===== src/rtl/multdiv_defs_pkg.sv =====
// Shared definitions for the iterative multiply/divide unit: FSM encoding,
// iteration count and the rstatus codes the execute stage writes on exception.
package multdiv_defs;

  localparam int MD_ITER  = 32;
  localparam int MULT_EXC = 4;
  localparam int DIV_EXC  = 5;

  typedef enum logic [1:0] {
    IDLE = 2'd0,
    MULT = 2'd1,
    DIV  = 2'd2,
    DONE = 2'd3
  } md_state_t;

endpackage


===== src/rtl/multdiv_unit_if.sv =====
// Request/response bundle between the execute stage (master) and the
// multiply/divide unit (slave).
interface multdiv_if
  import multdiv_defs::*;
#(
  parameter int WIDTH = MD_ITER
);
  logic [WIDTH-1:0] data_operandA;
  logic [WIDTH-1:0] data_operandB;
  logic             ctrl_MULT;
  logic             ctrl_DIV;
  logic [WIDTH-1:0] data_result;
  logic             data_exception;
  logic             data_resultRDY;
  logic             busy;

  modport master (
    output data_operandA, data_operandB, ctrl_MULT, ctrl_DIV,
    input  data_result, data_exception, data_resultRDY, busy
  );

  modport slave (
    input  data_operandA, data_operandB, ctrl_MULT, ctrl_DIV,
    output data_result, data_exception, data_resultRDY, busy
  );
endinterface


===== src/rtl/multdiv_counter.sv =====
// Iteration counter: cleared on a start edge, counts while enabled and
// stops at WIDTH, where done is asserted.
module multdiv_counter
  import multdiv_defs::*;
#(
  parameter int WIDTH = MD_ITER
) (
  input  logic clock,
  input  logic reset,
  input  logic load,
  input  logic en,
  output logic done
);
  logic [5:0] count;

  assign done = (count == 6'(WIDTH));

  // NOTE: reset is sampled only at the clock edge, so it is tested inside the
  // edge-triggered block rather than listed in the sensitivity list.
  always_ff @(posedge clock) begin
    if (!reset)              count <= '0;
    else if (load)           count <= '0;
    else if (en && !done)    count <= count + 6'd1;
  end
endmodule


===== src/rtl/multdiv_unit.sv =====
// Iterative signed multiply/divide: radix-2 shift-add multiply and restoring
// divide on operand magnitudes, one bit per cycle, with a final sign fix-up.
module multdiv_unit
  import multdiv_defs::*;
#(
  parameter int WIDTH = MD_ITER
) (
  input  logic     clock,
  input  logic     reset,
  multdiv_if.slave bus
);
  md_state_t        state;
  logic             sign;
  logic [WIDTH-1:0] a_mag, b_mag;
  logic [WIDTH-1:0] hi, lo;
  logic             cnt_done;

  logic             start;
  logic [WIDTH-1:0] a_in_mag, b_in_mag;
  logic [WIDTH:0]   mul_sum;
  logic [WIDTH:0]   div_shift;
  logic             div_ge;
  logic [WIDTH-1:0] div_sub;
  logic [2*WIDTH-1:0] prod_signed;
  logic             mul_exc;
  logic [WIDTH-1:0] quot_signed;
  logic             div_exc;

  assign start = bus.ctrl_MULT | bus.ctrl_DIV;

  multdiv_counter #(.WIDTH(WIDTH)) u_counter (
    .clock (clock),
    .reset (reset),
    .load  (start),
    .en    ((state == MULT) || (state == DIV)),
    .done  (cnt_done)
  );

  // NOTE: every signal driven here gets an unconditional assignment, so no
  // latch can be inferred.
  always_comb begin
    a_in_mag    = bus.data_operandA[WIDTH-1] ? (~bus.data_operandA + 1'b1) : bus.data_operandA;
    b_in_mag    = bus.data_operandB[WIDTH-1] ? (~bus.data_operandB + 1'b1) : bus.data_operandB;
    // Multiply: hi accumulates partial sums, lo shifts the multiplier out.
    mul_sum     = {1'b0, hi} + (lo[0] ? {1'b0, a_mag} : '0);
    // Divide: hi is the partial remainder, lo shifts dividend out / quotient in.
    div_shift   = {hi, lo[WIDTH-1]};
    div_ge      = (div_shift >= {1'b0, b_mag});
    div_sub     = div_shift[WIDTH-1:0] - b_mag;
    prod_signed = sign ? -{hi, lo} : {hi, lo};
    mul_exc     = !((&prod_signed[2*WIDTH-1:WIDTH-1]) || !(|prod_signed[2*WIDTH-1:WIDTH-1]));
    quot_signed = sign ? -lo : lo;
    // Only a positive quotient of magnitude 2^(WIDTH-1) overflows (MIN / -1).
    div_exc     = !sign && lo[WIDTH-1];
  end

  // NOTE: state is updated with non-blocking assignments so every register
  // sees the pre-edge values of the others.
  always_ff @(posedge clock) begin
    if (!reset) begin
      state              <= IDLE;
      sign               <= 1'b0;
      a_mag              <= '0;
      b_mag              <= '0;
      hi                 <= '0;
      lo                 <= '0;
      bus.data_result    <= '0;
      bus.data_exception <= 1'b0;
      bus.data_resultRDY <= 1'b0;
      bus.busy           <= 1'b0;
    end else if (start) begin
      sign               <= bus.data_operandA[WIDTH-1] ^ bus.data_operandB[WIDTH-1];
      a_mag              <= a_in_mag;
      b_mag              <= b_in_mag;
      hi                 <= '0;
      lo                 <= bus.ctrl_MULT ? b_in_mag : a_in_mag;
      bus.data_result    <= '0;
      bus.data_exception <= 1'b0;
      bus.data_resultRDY <= 1'b0;
      bus.busy           <= 1'b1;
      if (bus.ctrl_MULT) begin
        state <= MULT;
      end else if (bus.data_operandB == '0) begin
        state              <= DONE;
        bus.data_exception <= 1'b1;
        bus.data_resultRDY <= 1'b1;
        bus.busy           <= 1'b0;
      end else begin
        state <= DIV;
      end
    end else begin
      case (state)
        MULT: begin
          if (cnt_done) begin
            state              <= DONE;
            bus.data_result    <= prod_signed[WIDTH-1:0];
            bus.data_exception <= mul_exc;
            bus.data_resultRDY <= 1'b1;
            bus.busy           <= 1'b0;
          end else begin
            {hi, lo} <= {mul_sum, lo[WIDTH-1:1]};
          end
        end
        DIV: begin
          if (cnt_done) begin
            state              <= DONE;
            bus.data_result    <= quot_signed;
            bus.data_exception <= div_exc;
            bus.data_resultRDY <= 1'b1;
            bus.busy           <= 1'b0;
          end else begin
            hi <= div_ge ? div_sub : div_shift[WIDTH-1:0];
            lo <= {lo[WIDTH-2:0], div_ge};
          end
        end
        DONE: begin
          state              <= IDLE;
          bus.data_resultRDY <= 1'b0;
        end
        default: state <= IDLE;
      endcase
    end
  end
endmodule

===== src/flat_wrapper.sv =====
// flat-port wrapper written by rule: the top's interface ports become plain ports
module multdiv_unit_flat import multdiv_defs::*;
#(
  parameter int WIDTH = MD_ITER
)
  (clock, reset, bus_data_operandA, bus_data_operandB, bus_ctrl_MULT, bus_ctrl_DIV, bus_data_result, bus_data_exception, bus_data_resultRDY, bus_busy);
  multdiv_if #(.WIDTH(WIDTH)) bus_i ();
  input  logic clock;
  input  logic reset;
  input wire logic [$bits(bus_i.data_operandA)-1:0] bus_data_operandA;
  input wire logic [$bits(bus_i.data_operandB)-1:0] bus_data_operandB;
  input wire logic [$bits(bus_i.ctrl_MULT)-1:0] bus_ctrl_MULT;
  input wire logic [$bits(bus_i.ctrl_DIV)-1:0] bus_ctrl_DIV;
  output wire logic [$bits(bus_i.data_result)-1:0] bus_data_result;
  output wire logic [$bits(bus_i.data_exception)-1:0] bus_data_exception;
  output wire logic [$bits(bus_i.data_resultRDY)-1:0] bus_data_resultRDY;
  output wire logic [$bits(bus_i.busy)-1:0] bus_busy;
  assign bus_i.data_operandA = bus_data_operandA;
  assign bus_i.data_operandB = bus_data_operandB;
  assign bus_i.ctrl_MULT = bus_ctrl_MULT;
  assign bus_i.ctrl_DIV = bus_ctrl_DIV;
  assign bus_data_result = bus_i.data_result;
  assign bus_data_exception = bus_i.data_exception;
  assign bus_data_resultRDY = bus_i.data_resultRDY;
  assign bus_busy = bus_i.busy;
  multdiv_unit #(.WIDTH(WIDTH)) u_core (.clock(clock), .reset(reset), .bus(bus_i));
endmodule

===== config.mk =====
export PLATFORM = sky130hd
export DESIGN_NAME = multdiv_unit_flat
export DESIGN_NICKNAME = d
export VERILOG_FILES = /design/src/rtl/multdiv_defs_pkg.sv /design/src/rtl/multdiv_unit_if.sv /design/src/rtl/multdiv_counter.sv /design/src/rtl/multdiv_unit.sv /design/src/flat_wrapper.sv
export SDC_FILE = /design/constraint.sdc
export NUM_CORES = 1
export LEC_CHECK = 0
export CAP_MARGIN = 20
export CORE_ASPECT_RATIO = 0.9
export CORE_UTILIZATION = 55
export DETAILED_ROUTE_END_ITERATION = 12
export PLACE_DENSITY = 0.88
export RECOVER_POWER = 100
export SKIP_CTS_REPAIR_TIMING = 1
export SYNTH_ARGS = -nofsm -noshare
export SYNTH_HDL_FRONTEND = slang
export SYNTH_SLANG_ARGS = --single-unit

===== constraint.sdc =====
create_clock -name clock -period 4.68 [get_ports clock]
set_input_delay 0.468 -clock clock [delete_from_list [all_inputs] [get_ports clock]]
set_output_delay 0.468 -clock clock [all_outputs]
set_load 0.01 [all_outputs]

# After elaboration in Yosys (flattened, before gate mapping)
# Index checks and enable logic that the tools add are counted.
[classes]
add_sub_neg = 7
order_cmp = 1
eq_ne = 13
mux = 36
bitwise_logic = 5
n_reduce_logical = 24
[op_table]
columns = ["operator", "n"]
rows = [
  ["$mux W32", 13],
  ["$pmux W32 S2", 3],
  ["$add A32 B1 Y32 const B", 2],
  ["$mux W64", 1],
  ["$neg A64 Y64", 1],
  ["$not A32 Y32", 2],
  ["$add A32 B33 Y33", 1],
  ["$ge A33 B32 Y1", 1],
  ["$reduce_and A33 Y1", 1],
  ["$reduce_or A33 Y1", 1],
  ["$logic_not A32 Y1", 1],
  ["$neg A32 Y32", 1],
  ["$sub A32 B32 Y32", 1],
  ["$mux W1", 13],
  ["$ne A3 B2 Y1 const B", 4],
  ["$reduce_and A3 Y1", 4],
  ["$mux W2", 4],
  ["$ne A2 B2 Y1 const B", 4],
  ["$add A6 B1 Y6 const B", 1],
  ["$eq A6 B6 Y1 const B", 1],
  ["$reduce_bool A2 Y1", 3],
  ["$reduce_bool A3 Y1", 2],
  ["$eq A2 B2 Y1 const B", 2],
  ["$logic_not A1 Y1", 4],
  ["10 further kinds", 15],
]
[word_totals]
reg_bits = 172
in_bits = 68
out_inout_bits = 35
wordCells = 97

# Depth between registers and ports, before layout
# Gate-level depths: netlist (run 1).
[depth]
depth_word = 9
ltp_mapped = 15
depth_no_buf = 13

# Hierarchy
# Synthesis (run 1) repeated with hierarchy kept, for this count alone.
[unflattened]
hier_cells = 1927
hier_area_um2 = 14323.7
[by_module_without_submodules]
columns = ["module", "instances", "cells_each", "area_per_inst_um2", "seq_area_each_um2"]
rows = [
  ["multdiv_unit", 1, 1890, 14007.2, 3323.2],
  ["multdiv_counter", 1, 37, 316.6, 120.1],
]

# Least setup slack after synthesis (run 1)
# OpenSTA, ideal clock, no wires.
[synth_path]
kind = "reg-to-reg"
start = "reg u_core.lo[0]"
end = "reg u_core.hi[30]"
setup_ps = 117
arrival_ps = 3141
required_time_ps = 4563
path_slack_ps = 1423
path_stages_with_launch = 14
path_buffers = 2
synth_period_minus_slack_ps = 3257
path_cell_list = "dfxtp_1 clkbuf_1 clkbuf_1 and2_1 ha_1 a21o_1 a311oi_1 o31ai_1 a211o_1 a31oi_1 a21oi_1 a2111oi_0 o21ai_0 a22o_1"
[synth_via]
elab_chain_len = 4
[synth_lines]
columns = ["item", "line_no", "source"]
rows = [
  ["start, declared", "multdiv_unit.sv:15", "logic [WIDTH-1:0] hi, lo;"],
  ["start signal, assigned", "multdiv_unit.sv:76", "lo <= bus.ctrl_MULT ? b_in_mag : a_in_mag;"],
  ["start signal, assigned", "multdiv_unit.sv:101", "{hi, lo} <= {mul_sum, lo[WIDTH-1:1]};"],
  ["start signal, assigned", "multdiv_unit.sv:113", "lo <= {lo[WIDTH-2:0], div_ge};"],
  ["$mux W32", "multdiv_unit.sv:45", "mul_sum = {1'b0, hi} + (lo[0] ? {1'b0, a_mag} : '0);"],
  ["$add A32 B33 Y33", "multdiv_unit.sv:45", ""],
  ["$mux W32", "multdiv_unit.sv:94", "if (cnt_done) begin"],
  ["$pmux W32 S2", "multdiv_unit.sv:92", "case (state)"],
  ["end signal, assigned", "multdiv_unit.sv:101", ""],
  ["end signal, assigned", "multdiv_unit.sv:112", "hi <= div_ge ? div_sub : div_shift[WIDTH-1:0];"],
  ["end, declared", "multdiv_unit.sv:15", ""],
]
# No other way between the ends. The select of a mux whose other input is x is not followed.
# A chain may end at the register's enable or synchronous reset.

# Worst setup path in the final report (run 1)
[layout_path]
start = "reg u_core.lo[31]"
end = "reg u_core.hi[5]"
[layout_via]
elab_chain_len = 4
word_cells_on_any_way = 5
cone_classes = "1 x add/sub; 1 x order compare; 3 x mux"
[layout_lines]
columns = ["item", "line_no", "source"]
rows = [
  ["$sub A32 B32 Y32 / $ge A33 B32 Y1 (equally long branches)", "multdiv_unit.sv:49, multdiv_unit.sv:48", ""],
  ["$mux W32 (*)", "multdiv_unit.sv:112", ""],
  ["$mux W32 (*)", "multdiv_unit.sv:105", "if (cnt_done) begin"],
  ["$pmux W32 S2 (*)", "multdiv_unit.sv:92", ""],
]
# Every way passes the cells marked *; elsewhere a longest branch is shown, timed or not. The select of a mux whose other input is x is not followed.

==> impl_metrics.csv, run 1 <==
group,metric,value,unit
sta,fin_skew,17.31,ps
clock_tree,cts_buffers,17,
sta,fmax,0.2314,GHz
critical_path,timing.rr.end,"u_core.hi[5]",
clock_tree,cts.path.max_buffers,2,
grt,grt_max_degree,95,
cells_and_area,fin_cells,2229,
critical_path,crit_path_cell_trace,"inv_1 > ha_1 > nor2b_1 > o31a_1 > o21a_1 > a211o_1 > a21o_1 > a21oi_1 > o21ai_2 > clkbuf_2 > mux2_2 > a21oi_1 > nor2_1",
clock_tree,cts.clk_slew.worst_paths,70,ps
clock_tree,root_buffer,"clkbuf_16",
grt,grt-ovfl-total,0,
power,p_leak,6.191,nW
die,die_h,153.4,um
drt,dr.pass1.iters,9,
drt,wirelength,48.88,mm
synth,synth-seq-area-share,24.58,%
cells_and_area,fin_nets,2019,
sta,grt_setup_unrepaired,"no",
min_path,hold_path_class,"reg2reg",
die,core,25050,um^2
sta,period_share,92.33,%
synth,synth_adder_area_share,6.805,%
cells_and_area,final_common_cell,"nor2_1",
power,power_density,274.3,nW/um^2
cells_and_area,syn2layout_area_growth,12.30,%
sta,final.setup.tns,0,ps
power,vdd_drop_max,0.2981,mV
placed_design,portBuffers,102,
synth,syn_nets,1998,
clock_tree,insertion_delay,460,ps
synth,synth_top_family_by_area,"compound AO/OA/AOI/OAI gates",
critical_path,end_kind,"flip-flop",
die,fp.dieW,170.2,um
synth,ys_types,81,
synth,synth-compound-area-share,29.16,%
run,max-cap-violations,4,
critical_path,cp_common_cell,"a21oi_1",
critical_path,critPathMaxStageDelay,730,ps
cells_and_area,antenna_cells,0,
sta,tightest_slew,2380,ps
placed_design,gp_congestion,1.062,
run_status,status,"finished, violations left",
synth,synthFlopType,"dfxtp_1",
die,io_pins,103,
critical_path,critical_path_required,5020,ps
cells_and_area,fillers,2184,
synth,synth_cells,1855,
min_path,min_from,"u_core.b_mag[31]",
synth,synth_area_per_cell,7.553,um^2
critical_path,critPathBufInv,2,
drt,drc_errors,0,
critical_path,critPathMaxFanout,17,
min_path,hold_depth,2,
critical_path,cpLargestDelayFamily,"compound AO/OA/AOI/OAI gates",
die,die_area,26120,um^2
placed_design,placed_cells,2198,
synth,ys_ff_latch,172,
sta,slew_viol_final,170,
drt,routedWlPerCell,21.93,um
grt,grt_pass1_vias,13910,
grt,grt_usage,37.51,%
synth,syn_area,14010,um^2
grt,antenna_found_initial,0,
grt,grt_pass1_wl,76.90,mm
synth,synthXorXnorAreaFrac,10.56,%
clock_tree,cts_sinks,172,
synth,synthArstFlopShare,0,%
sta,finalSetupViolations,0,
synth,synth_mux_area_share,1.322,%
synth,ys_warn_count,0,
die,fp-row-count,55,
critical_path,crit_path_top_delay_cell,"o21ai_2",
critical_path,start_kind,"flip-flop",
critical_path,rr_startpoint,"u_core.lo[31]",
clock_tree,htreeDepth,4,
sta,min_period,4321,ps
critical_path,worst_r2r_path_depth,13,
critical_path,path_class,"reg2reg",
drt,ant_nets,0,
sta,max_slew_margin,-59.75,%
run_status,violations,"max-capacitance violations, max-slew violations",
clock_tree,cts_tree,"built",
synth,synth_edf_count,0,
synth,synth-simple-area-share,22.08,%
cells_and_area,drive_gt1_share,4.769,%
critical_path,path_depth,13,
cells_and_area,final_cell_mix,"nor2_1 (214), dfxtp_1 (171), a211oi_1 (151), o21ai_0 (136), xor2_1 (115)",
sta,hold_viol_final,0,
critical_path,reg2reg_slack,360,ps
drt,vias,15010,
critical_path,cp.arrival,4660,ps
die,start_util,55.93,%
drt,drt_iter0_markers,2262,
drt,avgViaCountPerCell,6.733,
min_path,hold_path_end,"u_core.b_mag[31]",
placed_design,dpl.hpwl,36.18,mm
==> worst register-to-register path, stage by stage (launching register included) <==
cell	delay [ps]
dfxtp_1	530
inv_1	210
ha_1	270
nor2b_1	150
o31a_1	200
o21a_1	260
a211o_1	300
a21o_1	250
a21oi_1	180
o21ai_2	730
clkbuf_2	520
mux2_2	410
a21oi_1	170
nor2_1	60
==> synthesized netlist by cell type (5+ instances only) <==
master     number  share of area [%]
a2111oi_0      29                1.8
a211o_1         5               0.31
a211oi_1      151                8.1
a21o_1         26                1.4
a21oi_1       112                4.0
a311oi_1        6               0.38
a31o_2          6               0.38
a31oi_1        16               0.71
and2_1         61                2.7
and3_1         14               0.63
and4_1          5               0.31
buf_2           6               0.21
clkbuf_1      120                3.2
dfxtp_1       172                 25
ha_1           73                6.5
inv_1          59                1.6
mux2_2          7               0.56
mux2i_1         8               0.57
nand2_1       100                2.7
nand2b_1       13               0.58
nand3_1        27               0.96
nand4_1        23                1.0
nor2_1        214                5.7
nor2b_1        19               0.85
nor3_1         53                1.9
nor4_1         15               0.67
o211ai_1        6               0.32
o21a_1         13               0.70
o21ai_0       134                4.8
o21ai_1         6               0.21
o21bai_1        5               0.27
o31ai_1        39                2.1
o41ai_1        16                1.0
or2_2           7               0.31
or3_1          16               0.71
or4_1          21                1.1
xnor2_1        54                3.4
xor2_1        115                7.2
==> flip-flops by register name, summed over array words and instances, names as in the netlist <==
name	cells
u_core.a_mag	32
u_core.b_mag	32
u_core.bus.busy	1
u_core.bus.data_exception	1
u_core.bus.data_result	32
u_core.bus.data_resultRDY	1
u_core.hi	32
u_core.lo	32
u_core.sign	1
u_core.state	2
u_core.u_counter.count	6
==> through the flow <==
step	power, mW	hold WS [ps]	setup WS [ps]	area [um^2]	utilization (%)
6_report	4.315	461.7	358.9	15730	62.81
5_1_grt	4.468	497.4	205.4	15730	62.81
4_1_cts	4.276	465.0	668.7	15770	62.97
3_5_place_dp	2.810	444.4	617.6	15190	60.62
3_3_place_gp	2.784	436.9	709.9	15190	60.62
2_1_floorplan	2.433	427.3	1423	14010	-
==> final cells by class <==
cell class	instances	area (um^2)	area share, %
clock buffer	19	442.9	2.815
clock inverter	11	143.9	0.9145
inverter	61	229.0	1.455
multi-input combinational	1487	9807	62.33
sequential	172	3445	21.89
tap	342	427.9	2.720
timing repair buffer	137	1239	7.873
==> kinds of logic after synthesis <==
group | Yosys count
flip-flops | 172
adder cells (fa/ha/maj) | 75
AND/OR/NAND/NOR | 614
XOR/XNOR | 169
multiplexers | 17
buffers and inverters | 196
AO/OA/AOI/OAI | 612
==> layer usage <==
metal	vias to the layer above	routed length (um)	track usage (%)
li1	6890	-	-
met3	187	5711	7.380
met2	963	21140	57.40
met4	0	2424	18.23
met1	6968	19600	50.16
met5	-	0	0
==> worst max path at each step <==
stage	slack (ps)	from	end
floorplan	1420	u_core.lo[0]	u_core.hi[30]
global placement	710	bus_data_operandB[8]	u_core.bus.data_exception
detailed placement	620	bus_data_operandB[0]	u_core.b_mag[27]
CTS	670	u_core.lo[31]	u_core.hi[5]
global route	210	u_core.lo[31]	u_core.hi[6]
finish	360	u_core.lo[31]	u_core.hi[5]
==> power breakdown <==
group | switching [mW] | total, mW | internal (mW) | leakage [nW]
logic | 0.710 | 1.14 | 0.431 | 4.49
registers | 0.125 | 1.68 | 1.56 | 1.42
clock network | 0.643 | 1.49 | 0.849 | 0.289
No activity file was read; power rests on OpenSTA's default activity.
==> inputs of run 2 (changes only) <==
Settings changed: CORE_MARGIN from default to 5.
==> impl_metrics.csv, run 2 (synthesis gave the netlist of run 1 again) <==
group,metric,value,unit
drt,drc_errors,0,
sta,min_period,4379,ps
sta,max_slew_margin,-126.7,%
critical_path,start_kind,"input pin",
cells_and_area,final_cell_mix,"nor2_1 (214), dfxtp_1 (171), a211oi_1 (151), o21ai_0 (137), xor2_1 (115)",
drt,ant_nets,0,
sta,fin_skew,13.82,ps
drt,vias,15070,
clock_tree,cts_tree,"built",
die,die_h,161.4,um
die,core,25120,um^2
sta,period_share,93.57,%
sta,hold_viol_final,0,
drt,avgViaCountPerCell,6.748,
grt,grt_usage,33.92,%
sta,fmax,0.2284,GHz
clock_tree,root_buffer,"clkbuf_16",
grt,grt_pass1_vias,13940,
cells_and_area,drive_gt1_share,4.915,%
cells_and_area,fin_nets,2022,
die,io_pins,103,
die,die_area,28770,um^2
placed_design,portBuffers,102,
min_path,hold_path_class,"reg2reg",
placed_design,dpl_cell_area,15230,um^2
cells_and_area,final_common_cell,"nor2_1",
cells_and_area,syn2layout_area_growth,12.68,%
clock_tree,htreeDepth,4,
sta,grt_setup_unrepaired,"no",
critical_path,end_kind,"flip-flop",
cells_and_area,fillers,2136,
grt,grt_pass1_wl,77.80,mm
critical_path,path_class,"in2reg",
sta,finalSetupViolations,0,
die,fp-row-count,55,
cells_and_area,antenna_cells,0,
critical_path,cp.arrival,4520,ps
run_status,violations,"max-capacitance violations, max-slew violations",
drt,dr.pass1.iters,9,
power,p_leak,6.218,nW
run,max-cap-violations,4,
drt,routedWlPerCell,22.48,um
grt,grt_max_degree,102,
grt,grt-ovfl-total,0,
drt,drt_iter0_markers,2175,
power,vdd_drop_max,0.2763,mV
drt,wirelength,50.22,mm
die,fp.dieW,178.2,um
clock_tree,cts.path.max_buffers,2,
die,start_util,55.78,%
placed_design,gp_congestion,1.020,
clock_tree,cts_buffers,17,
clock_tree,cts_sinks,172,
clock_tree,cts.clk_slew.worst_paths,70,ps
critical_path,critical_path_required,4820,ps
grt,antenna_found_initial,0,
power,power_density,277.5,nW/um^2
sta,final.setup.tns,0,ps
cells_and_area,fin_area,15790,um^2
sta,slew_viol_final,190,
placed_design,dpl.hpwl,36.80,mm
run_status,status,"finished, violations left",
clock_tree,insertion_delay,450,ps
critical_path,critPathMaxFanout,71,
sta,tightest_slew,3401,ps
==> run 2: changes by cell type in the layout (fill, tap and decap cells not counted), moves of 2 or more <==
cell / before / now
clkbuf_2: 4 / 1
buf_4: 24 / 29
dlygate4sd3_1: 38 / 36
clkdlybuf4s50_1: 62 / 64
inv_6: 2 / 5
==> run 2: through the flow <==
stage	hold slack, ps	power [mW]	worst slack (ps)	std cells	util (%)
finish	475.6	4.381	300.9	2234	62.85
global route	481.4	4.532	14.81	2234	62.85
CTS	458.0	4.332	569.5	2234	63.06
detailed placement	448.8	2.827	629.0	2202	60.63
global placement	435.8	2.803	756.7	2202	60.63
floorplan	427.3	2.433	1423	1855	-
==> run 2: report_power, final <==
part / switching (mW) / internal (mW) / total, mW
Clock: 0.687 / 0.852 / 1.54
Sequential: 0.123 / 1.56 / 1.68
Combinational: 0.727 / 0.435 / 1.16
==> run 2: path summary, 6_finish.rpt <==
check | start | to | slack, ps | depth (start not counted)
hold reg to reg | u_core.a_mag[0] | u_core.a_mag[0] | 480 | 2
setup reg to reg | u_core.hi[0] | u_core.hi[3] | 310 | 13
setup / recovery | reset | u_core.b_mag[23] | 300 | 5
hold / removal | u_core.a_mag[0] | u_core.a_mag[0] | 480 | 2
==> run 2: critical path, stage by stage <==
cell	delay [ps]
dlygate4sd3_1	540
clkbuf_1	670
inv_1	260
clkbuf_1	2430
a211oi_1	130
==> run 2: per-layer routing <==
metal / global-route usage, % / wire length [um] / vias to the layer above
met5: 0 / 0 / -
met4: 17.06 / 2911 / 0
met2: 51.03 / 21490 / 1044
met1: 45.43 / 19830 / 6929
met3: 7.980 / 5978 / 214
li1: - / - / 6887
==> run 2: final cells by class <==
type                    count  area, um^2  area share [%]
clock buffers              17       425.4           2.695
flip-flops and latches    172        3445           21.82
repair buffers            140        1272           8.060
well taps                 342       427.9           2.710
inverters                  61       229.0           1.450
multi-input cells        1487        9803           62.09
clock inverters            15       185.2           1.173
